[config.mk]
export PLATFORM = sky130hd
export DESIGN_NAME = mem_access_stage
export DESIGN_NICKNAME = d
export VERILOG_FILES = /design/src/rtl/mem_pkg.sv /design/src/rtl/load_extract.sv /design/src/rtl/mem_access_stage.sv
export SDC_FILE = /design/constraint.sdc
export NUM_CORES = 1
export LEC_CHECK = 0
export CAP_MARGIN = 20
export CORE_MARGIN = 5
export CORE_UTILIZATION = 45
export DETAILED_ROUTE_END_ITERATION = 10
export GPL_TIMING_DRIVEN = 0
export PLACE_DENSITY = 0.83
export SYNTH_ARGS = -nofsm -noshare
export SYNTH_HDL_FRONTEND = slang
export SYNTH_SLANG_ARGS = --single-unit
[constraint.sdc]
create_clock -name clk -period 4.2 [get_ports clk]
set_input_delay 0.84 -clock clk [delete_from_list [all_inputs] [get_ports clk]]
set_output_delay 0.84 -clock clk [all_outputs]
set_load 0.01 [all_outputs]
[src/rtl/mem_pkg.sv]
// Shared encodings and lane helpers for the MEM-stage data-memory access unit.
package mem_pkg;

  typedef enum logic [1:0] {
    IDLE = 2'd0,
    BUSY = 2'd1,
    RESP = 2'd2
  } state_t;

  localparam logic [1:0] SZ_B = 2'b00;
  localparam logic [1:0] SZ_H = 2'b01;
  localparam logic [1:0] SZ_W = 2'b10;

  // Byte-enable pattern for an access of the given size at the given low address bits.
  function automatic logic [3:0] beFor(input logic [1:0] size, input logic [1:0] addrLo);
    logic [3:0] be;
    case (size)
      SZ_B:    be = 4'b0001 << addrLo;
      SZ_H:    be = 4'b0011 << {addrLo[1], 1'b0};
      default: be = 4'b1111;
    endcase
    return be;
  endfunction

  // Store data replicated across every lane the access could land in.
  function automatic logic [31:0] wdataFor(input logic [1:0] size, input logic [31:0] data);
    logic [31:0] w;
    case (size)
      SZ_B:    w = {4{data[7:0]}};
      SZ_H:    w = {2{data[15:0]}};
      default: w = data;
    endcase
    return w;
  endfunction

  // Natural alignment: bytes always, halves on even addresses, words on multiples of four.
  function automatic logic isAligned(input logic [1:0] size, input logic [1:0] addrLo);
    logic ok;
    case (size)
      SZ_B:    ok = 1'b1;
      SZ_H:    ok = ~addrLo[0];
      default: ok = (addrLo == 2'b00);
    endcase
    return ok;
  endfunction

endpackage

[src/rtl/load_extract.sv]
// Selects the addressed byte/halfword of a read word and sign- or zero-extends it.
module load_extract
  import mem_pkg::*;
(
  input  logic [31:0] rdata,
  input  logic [1:0]  addr,
  input  logic [1:0]  size,
  input  logic        uns,
  output logic [31:0] result
);

  logic [31:0] shifted;
  logic [7:0]  lane8;
  logic [15:0] lane16;

  // Lane selection and extension; word loads return the raw word.
  always_comb begin
    shifted = rdata >> {addr, 3'b000};
    lane8   = shifted[7:0];
    lane16  = addr[1] ? rdata[31:16] : rdata[15:0];
    case (size)
      SZ_B:    result = uns ? {24'h000000, lane8} : {{24{lane8[7]}}, lane8};
      SZ_H:    result = uns ? {16'h0000, lane16} : {{16{lane16[15]}}, lane16};
      default: result = rdata;
    endcase
  end

endmodule

[src/rtl/mem_access_stage.sv]
// MEM-stage access unit: passes non-memory ops straight to MEM/WB and runs loads/stores
// over a req/ack bus, holding the pipeline until the access completes or times out.
// Handshake: a bus access is a single request held (dm_req=1, address/data/enables stable)
// from the first BUSY cycle until the rising edge on which dm_ack=1 is sampled; dm_ack
// outside BUSY carries no meaning and is ignored.
module mem_access_stage
  import mem_pkg::*;
#(
  parameter int ACK_TIMEOUT = 16,
  parameter int CNT_W       = 5
) (
  input  logic        clk,
  input  logic        rst,
  input  logic        ex_valid,
  input  logic [31:0] ex_alu_out,
  input  logic [31:0] ex_store_data,
  input  logic        ex_mem_read,
  input  logic        ex_mem_write,
  input  logic [1:0]  ex_size,
  input  logic        ex_unsigned,
  input  logic [4:0]  ex_gpr_des,
  input  logic        ex_reg_w,
  input  logic        ex_mem_to_r,
  output logic        dm_req,
  output logic        dm_we,
  output logic [31:0] dm_addr,
  output logic [3:0]  dm_be,
  output logic [31:0] dm_wdata,
  input  logic        dm_ack,
  input  logic [31:0] dm_rdata,
  output logic        stall_out,
  output logic        wb_write,
  output logic [4:0]  wb_gpr_des,
  output logic [31:0] wb_alu_out,
  output logic [31:0] wb_mem_out,
  output logic        wb_reg_w,
  output logic        wb_mem_to_r,
  output logic        misalign_exc,
  output logic        bus_err,
  output logic [1:0]  dbg_state
);

  localparam logic [CNT_W-1:0] LAST_CNT = CNT_W'(ACK_TIMEOUT - 1);

  state_t      state, nextState;
  logic [CNT_W-1:0] cnt;
  logic        errFlag;
  logic [31:0] hAddr;
  logic        hWe;
  logic        hMemRead;
  logic [3:0]  hBe;
  logic [31:0] hWdata;
  logic [1:0]  hSize;
  logic        hUns;
  logic [4:0]  hGpr;
  logic        hRegW;
  logic        hMemToR;
  logic [31:0] hMemOut;
  logic [31:0] loadData;
  logic        memOp;
  logic        aligned;
  logic        startAccess;
  logic        timedOut;

  assign memOp       = ex_valid & (ex_mem_read | ex_mem_write);
  assign aligned     = isAligned(ex_size, ex_alu_out[1:0]);
  assign startAccess = (state == IDLE) & memOp & aligned;
  assign timedOut    = (state == BUSY) & ~dm_ack & (cnt == LAST_CNT);
  assign dbg_state   = state;

  load_extract uExtract (
    .rdata  (dm_rdata),
    .addr   (hAddr[1:0]),
    .size   (hSize),
    .uns    (hUns),
    .result (loadData)
  );

  // State register; reset abandons any access in flight.
  always_ff @(posedge clk or negedge rst) begin
    if (!rst) state <= IDLE;
    else      state <= nextState;
  end

  // Holding registers, timeout counter and error flag for the access in progress.
  always_ff @(posedge clk or negedge rst) begin
    if (!rst) begin
      cnt      <= '0;
      errFlag  <= 1'b0;
      hAddr    <= '0;
      hWe      <= 1'b0;
      hMemRead <= 1'b0;
      hBe      <= '0;
      hWdata   <= '0;
      hSize    <= '0;
      hUns     <= 1'b0;
      hGpr     <= '0;
      hRegW    <= 1'b0;
      hMemToR  <= 1'b0;
      hMemOut  <= '0;
    end else if (startAccess) begin
      cnt      <= '0;
      errFlag  <= 1'b0;
      hAddr    <= ex_alu_out;
      hWe      <= ex_mem_write;
      hMemRead <= ex_mem_read;
      hBe      <= beFor(ex_size, ex_alu_out[1:0]);
      hWdata   <= wdataFor(ex_size, ex_store_data);
      hSize    <= ex_size;
      hUns     <= ex_unsigned;
      hGpr     <= ex_gpr_des;
      hRegW    <= ex_reg_w;
      hMemToR  <= ex_mem_to_r;
      hMemOut  <= '0;
    end else if (state == BUSY) begin
      cnt <= cnt + 1'b1;
      if (dm_ack && hMemRead) hMemOut <= loadData;
      if (timedOut)           errFlag <= 1'b1;
    end
  end

  // Next state plus every bus, stall and MEM/WB output.
  always_comb begin
    nextState    = state;
    stall_out    = 1'b0;
    wb_write     = 1'b0;
    wb_gpr_des   = ex_gpr_des;
    wb_alu_out   = ex_alu_out;
    wb_mem_out   = '0;
    wb_reg_w     = ex_reg_w;
    wb_mem_to_r  = ex_mem_to_r;
    misalign_exc = 1'b0;
    bus_err      = 1'b0;
    dm_req       = 1'b0;
    dm_we        = 1'b0;
    dm_addr      = {hAddr[31:2], 2'b00};
    dm_be        = hBe;
    dm_wdata     = hWdata;
    case (state)
      IDLE: begin
        if (memOp && !aligned) begin
          // Misaligned access retires as a bubble with no bus traffic.
          misalign_exc = 1'b1;
          wb_write     = 1'b1;
          wb_reg_w     = 1'b0;
        end else if (memOp) begin
          stall_out = 1'b1;
          nextState = BUSY;
        end else begin
          wb_write = ex_valid;
        end
      end
      BUSY: begin
        dm_req    = 1'b1;
        dm_we     = hWe;
        stall_out = 1'b1;
        if (dm_ack || timedOut) nextState = RESP;
      end
      RESP: begin
        wb_write    = 1'b1;
        wb_gpr_des  = hGpr;
        wb_alu_out  = hAddr;
        wb_mem_out  = hMemOut;
        wb_reg_w    = hRegW & ~errFlag;
        wb_mem_to_r = hMemToR;
        bus_err     = errFlag;
        nextState   = IDLE;
      end
      default: nextState = IDLE;
    endcase
  end

endmodule

==> impl_metrics.json <==
{
  "die_w_um": 129,
  "ff2ff_setup_slack_ps": 1990,
  "cts.sinks": 120,
  "cts_setup_buffers": 0,
  "row_count": 43,
  "start_kind": "input port",
  "syn_inst": 697,
  "clk_path_buf_depth": 2,
  "seq_power_share_pct": 34.1,
  "combPwrFrac_pct": 34.6,
  "ys.flop_type": "dfrtp_1",
  "grt_use_total_pct": 24.7,
  "max-cap-violations": 0,
  "crit_family": "buffers and inverters",
  "p_total_mw": 5.07,
  "gp_congestion": 0.879,
  "drc": 0,
  "p_int_mw": 3.52,
  "synth_edf_count": 0,
  "synth_compound_gate_area_share_pct": 13.8,
  "setup_viol": 0,
  "final_core_util_pct": 70.7,
  "cp_cell_sequence": "clkdlybuf4s50_1, nor2_1, o2111ai_1, clkbuf_2, buf_2, nand2_1, clkdlybuf4s50_1",
  "hp-class": "input port to async pin",
  "synth_xor_area_share_pct": 0.275,
  "fp.coreArea_sq_mm": 0.0139,
  "dieArea_sq_mm": 0.0166,
  "die_y_um": 129,
  "synth.area.mux_share_pct": 11.7,
  "dp_hpwl_um": 15500,
  "ys_warn_count": 0,
  "drive_gt1_share_pct": 13.5,
  "post_synth.cell_area_avg_sq_um": 9.12,
  "seq_area_frac_synth_pct": 47.2,
  "power.switching_mw": 1.55,
  "fin_setup_tns_ps": 0,
  "tightest_slew_ps": 741,
  "initial_core_util_pct": 45.8,
  "finalClockSkew_ps": 4.36,
  "grt_pass1_wl_um": 32000,
  "slowest_delay_ps": 600,
  "area_growth_syn_to_layout_pct": 54.4,
  "numCtsBuffers": 17,
  "slew_viol_final": 0,
  "clk_latency_ps": 410,
  "cts.clk_slew.worst_paths_ps": 60,
  "cts_tree": "done",
  "wl_per_cell_um": 17.8,
  "io_pins": 259,
  "n_antenna_cell": 0,
  "grt_antenna_before_repair": 0,
  "drt_iter0_drc": 476,
  "yosys.area_share.simple_pct": 19.2,
  "fin_crit_sh_pct": 94.1,
  "grt_start_max_net_pins": 93,
  "rsz0062_at_grt": "false",
  "cp_slowest_cell": "clkdlybuf4s50_1",
  "numPortBuffers": 254,
  "outcome": "finished clean",
  "grt_pass1_vias": 6176,
  "nNetsFinal": 1087,
  "max_freq_mhz": 253,
  "synth_top_family_by_area": "simple AND/OR/NAND/NOR gates",
  "worstSetupPathType": "input port to output port",
  "synth_cell_types": 47,
  "critPathRequiredTime_ps": 3360,
  "htree_num_levels": 4,
  "overflow": 0,
  "cp_max_fo": 10,
  "crit_top_cell": "clkdlybuf4s50_1",
  "root_buffer": "clkbuf_16",
  "wl_um": 20800,
  "slew-limit-headroom_pct": 50.6,
  "viasPerCell": 5.26,
  "num_vias": 6135,
  "ir_drop_uv": 301,
  "cp.arrival_ps": 3110,
  "switching_share_pct": 30.6,
  "finalHoldViolations": 0,
  "min_period_ps": 3950,
  "p_leak_nw": 4.39,
  "ant_nets": 0,
  "synth_seq_cells": 120,
  "cp-end-kind": "output port",
  "holdWs_ps": 302,
  "crit_buf_inv": 4,
  "clkPwrFrac_pct": 31.3,
  "netlist_area_sq_mm": 0.00636,
  "postSynth.asyncResetShare_pct": 100,
  "detail_route.first_pass.iterations": 5,
  "power_density_mw_per_mm2": 516,
  "synthAdderAreaFrac_pct": 0.393
}
-- what timing repair did --
action,4_1_cts,5_1_grt
resized for setup,0,2
endpoints found under the hold margin,0,0
setup endpoints to repair,0,1
hold buffers,0,0
-- per-layer routing --
layer	vias to the layer above	GRT usage [%]	share of wire (%)
li1	2903	-	-
met1	2958	30.2	40
met2	241	41.5	50
met3	33	7.22	7.9
met4	0	8.96	2.1
met5	-	0	0
-- layout make-up --
class                           instances  area (sq um)
Fill cell                            1105          4060
Sequential cell                       120          3000
Multi-Input combinational cell        492          2900
Timing Repair Buffer                  256          2580
Clock buffer                           20           447
Buffer                                 75           422
Tap cell                              180           225
Clock inverter                         12           199
Inverter                               11          41.3
-- final timing paths --
check / cells past startpoint / endpoint / startpoint
setup / recovery: 7 / stall_out / ex_alu_out[1]
hold / removal: 1 / hMemOut[7] / rst
setup reg to reg: 7 / hMemOut[28] / dbg_state[1]
hold reg to reg: 2 / dm_wdata[2] / dm_wdata[2]
max in group asynchronous: 2 / dm_wdata[9] / rst
min in group clk: 2 / dm_wdata[2] / dm_wdata[2]
-- Yosys cell counts, drive strengths merged (8+ instances only) --
library cell / number / area (sq um)
inv: 10 / 37.5
nand2: 184 / 691
buf: 49 / 323
clkbuf: 26 / 97.6
nor2: 19 / 71.3
o21ai: 67 / 335
or3: 8 / 50.1
dfrtp: 120 / 3000
a221o: 16 / 176
mux2i: 33 / 330
o2bb2ai: 9 / 78.8
and2: 35 / 219
nand3: 15 / 80.1
a21oi: 32 / 160
mux2: 37 / 417
-- sequential cells by signal, indices dropped and copies added, names as in the netlist --
register and cells:
dm_wdata 32, hAddr 32, hMemOut 32, cnt 5
hGpr 5, dm_be 4, dbg_state 2, hSize 2
errFlag 1, hMemRead 1, hMemToR 1, hRegW 1
hUns 1, hWe 1
-- power by group through the flow --
| stage | Combinational, mW | Sequential (mW) | Clock, mW |
|---|---|---|---|
| after floorplan | 0.835 | 1.74 | 0 |
| after global routing | 1.91 | 1.77 | 1.66 |
| final | 1.76 | 1.73 | 1.58 |
| after detailed placement | 1.75 | 1.74 | 0 |
| after global placement | 1.71 | 1.72 | 0 |
| after CTS | 1.77 | 1.73 | 1.60 |
-- cell usage in the layout (no fill, tap or decap), types with 2 or more instances in the layout --
cell,Yosys,final
a21o_1,2,2
a21oi_1,32,32
a221o_1,3,3
a221o_2,13,13
a31oi_1,2,2
and2_1,35,35
and3_1,2,2
buf_1,7,7
buf_2,9,9
buf_4,32,32
buf_6,1,3
bufinv_16,0,5
clkbuf_1,26,27
clkbuf_16,0,17
clkdlybuf4s50_1,0,253
clkinv_2,0,2
clkinvlp_4,0,4
conb_1,1,2
dfrtp_1,120,120
ha_1,2,2
inv_1,9,9
mux2_2,37,37
mux2i_1,33,33
nand2_1,184,184
nand3_1,14,14
nor2_1,19,19
nor2b_1,2,2
nor3_1,2,2
nor4_1,2,2
o21ai_0,67,67
o22ai_1,2,2
o2bb2ai_1,9,9
or2_2,3,3
or3_1,8,8
xor2_1,2,2
-- worst reg2reg max path, delay by kind of cell (launching register included) --
family | cells | cell delay [ps]
AND/OR/NAND/NOR | 3 | 760
AO/OA/AOI/OAI | 1 | 230
buffers and inverters | 3 | 720
flip-flops | 1 | 440
-- logic make-up after synthesis --
family	count (synthesis)
buffers and inverters	86
adder cells (fa/ha/maj)	2
AND/OR/NAND/NOR	278
flip-flops	120
multiplexers	70
other	1
XOR/XNOR	2
AO/OA/AOI/OAI	138
-- metrics by stage --
| step | instances | cell area (sq um) | setup slack [ps] |
|---|---|---|---|
| after global placement | 1132 | 9130 | -2470 |
| after global routing | 1166 | 9820 | 99.4 |
| final | 1166 | 9820 | 248 |
| after CTS | 1165 | 9810 | 14.2 |
| after floorplan | 698 | 6360 | 1400 |
| after detailed placement | 1133 | 9160 | 25.4 |
(Power assumes the default switching activity.)
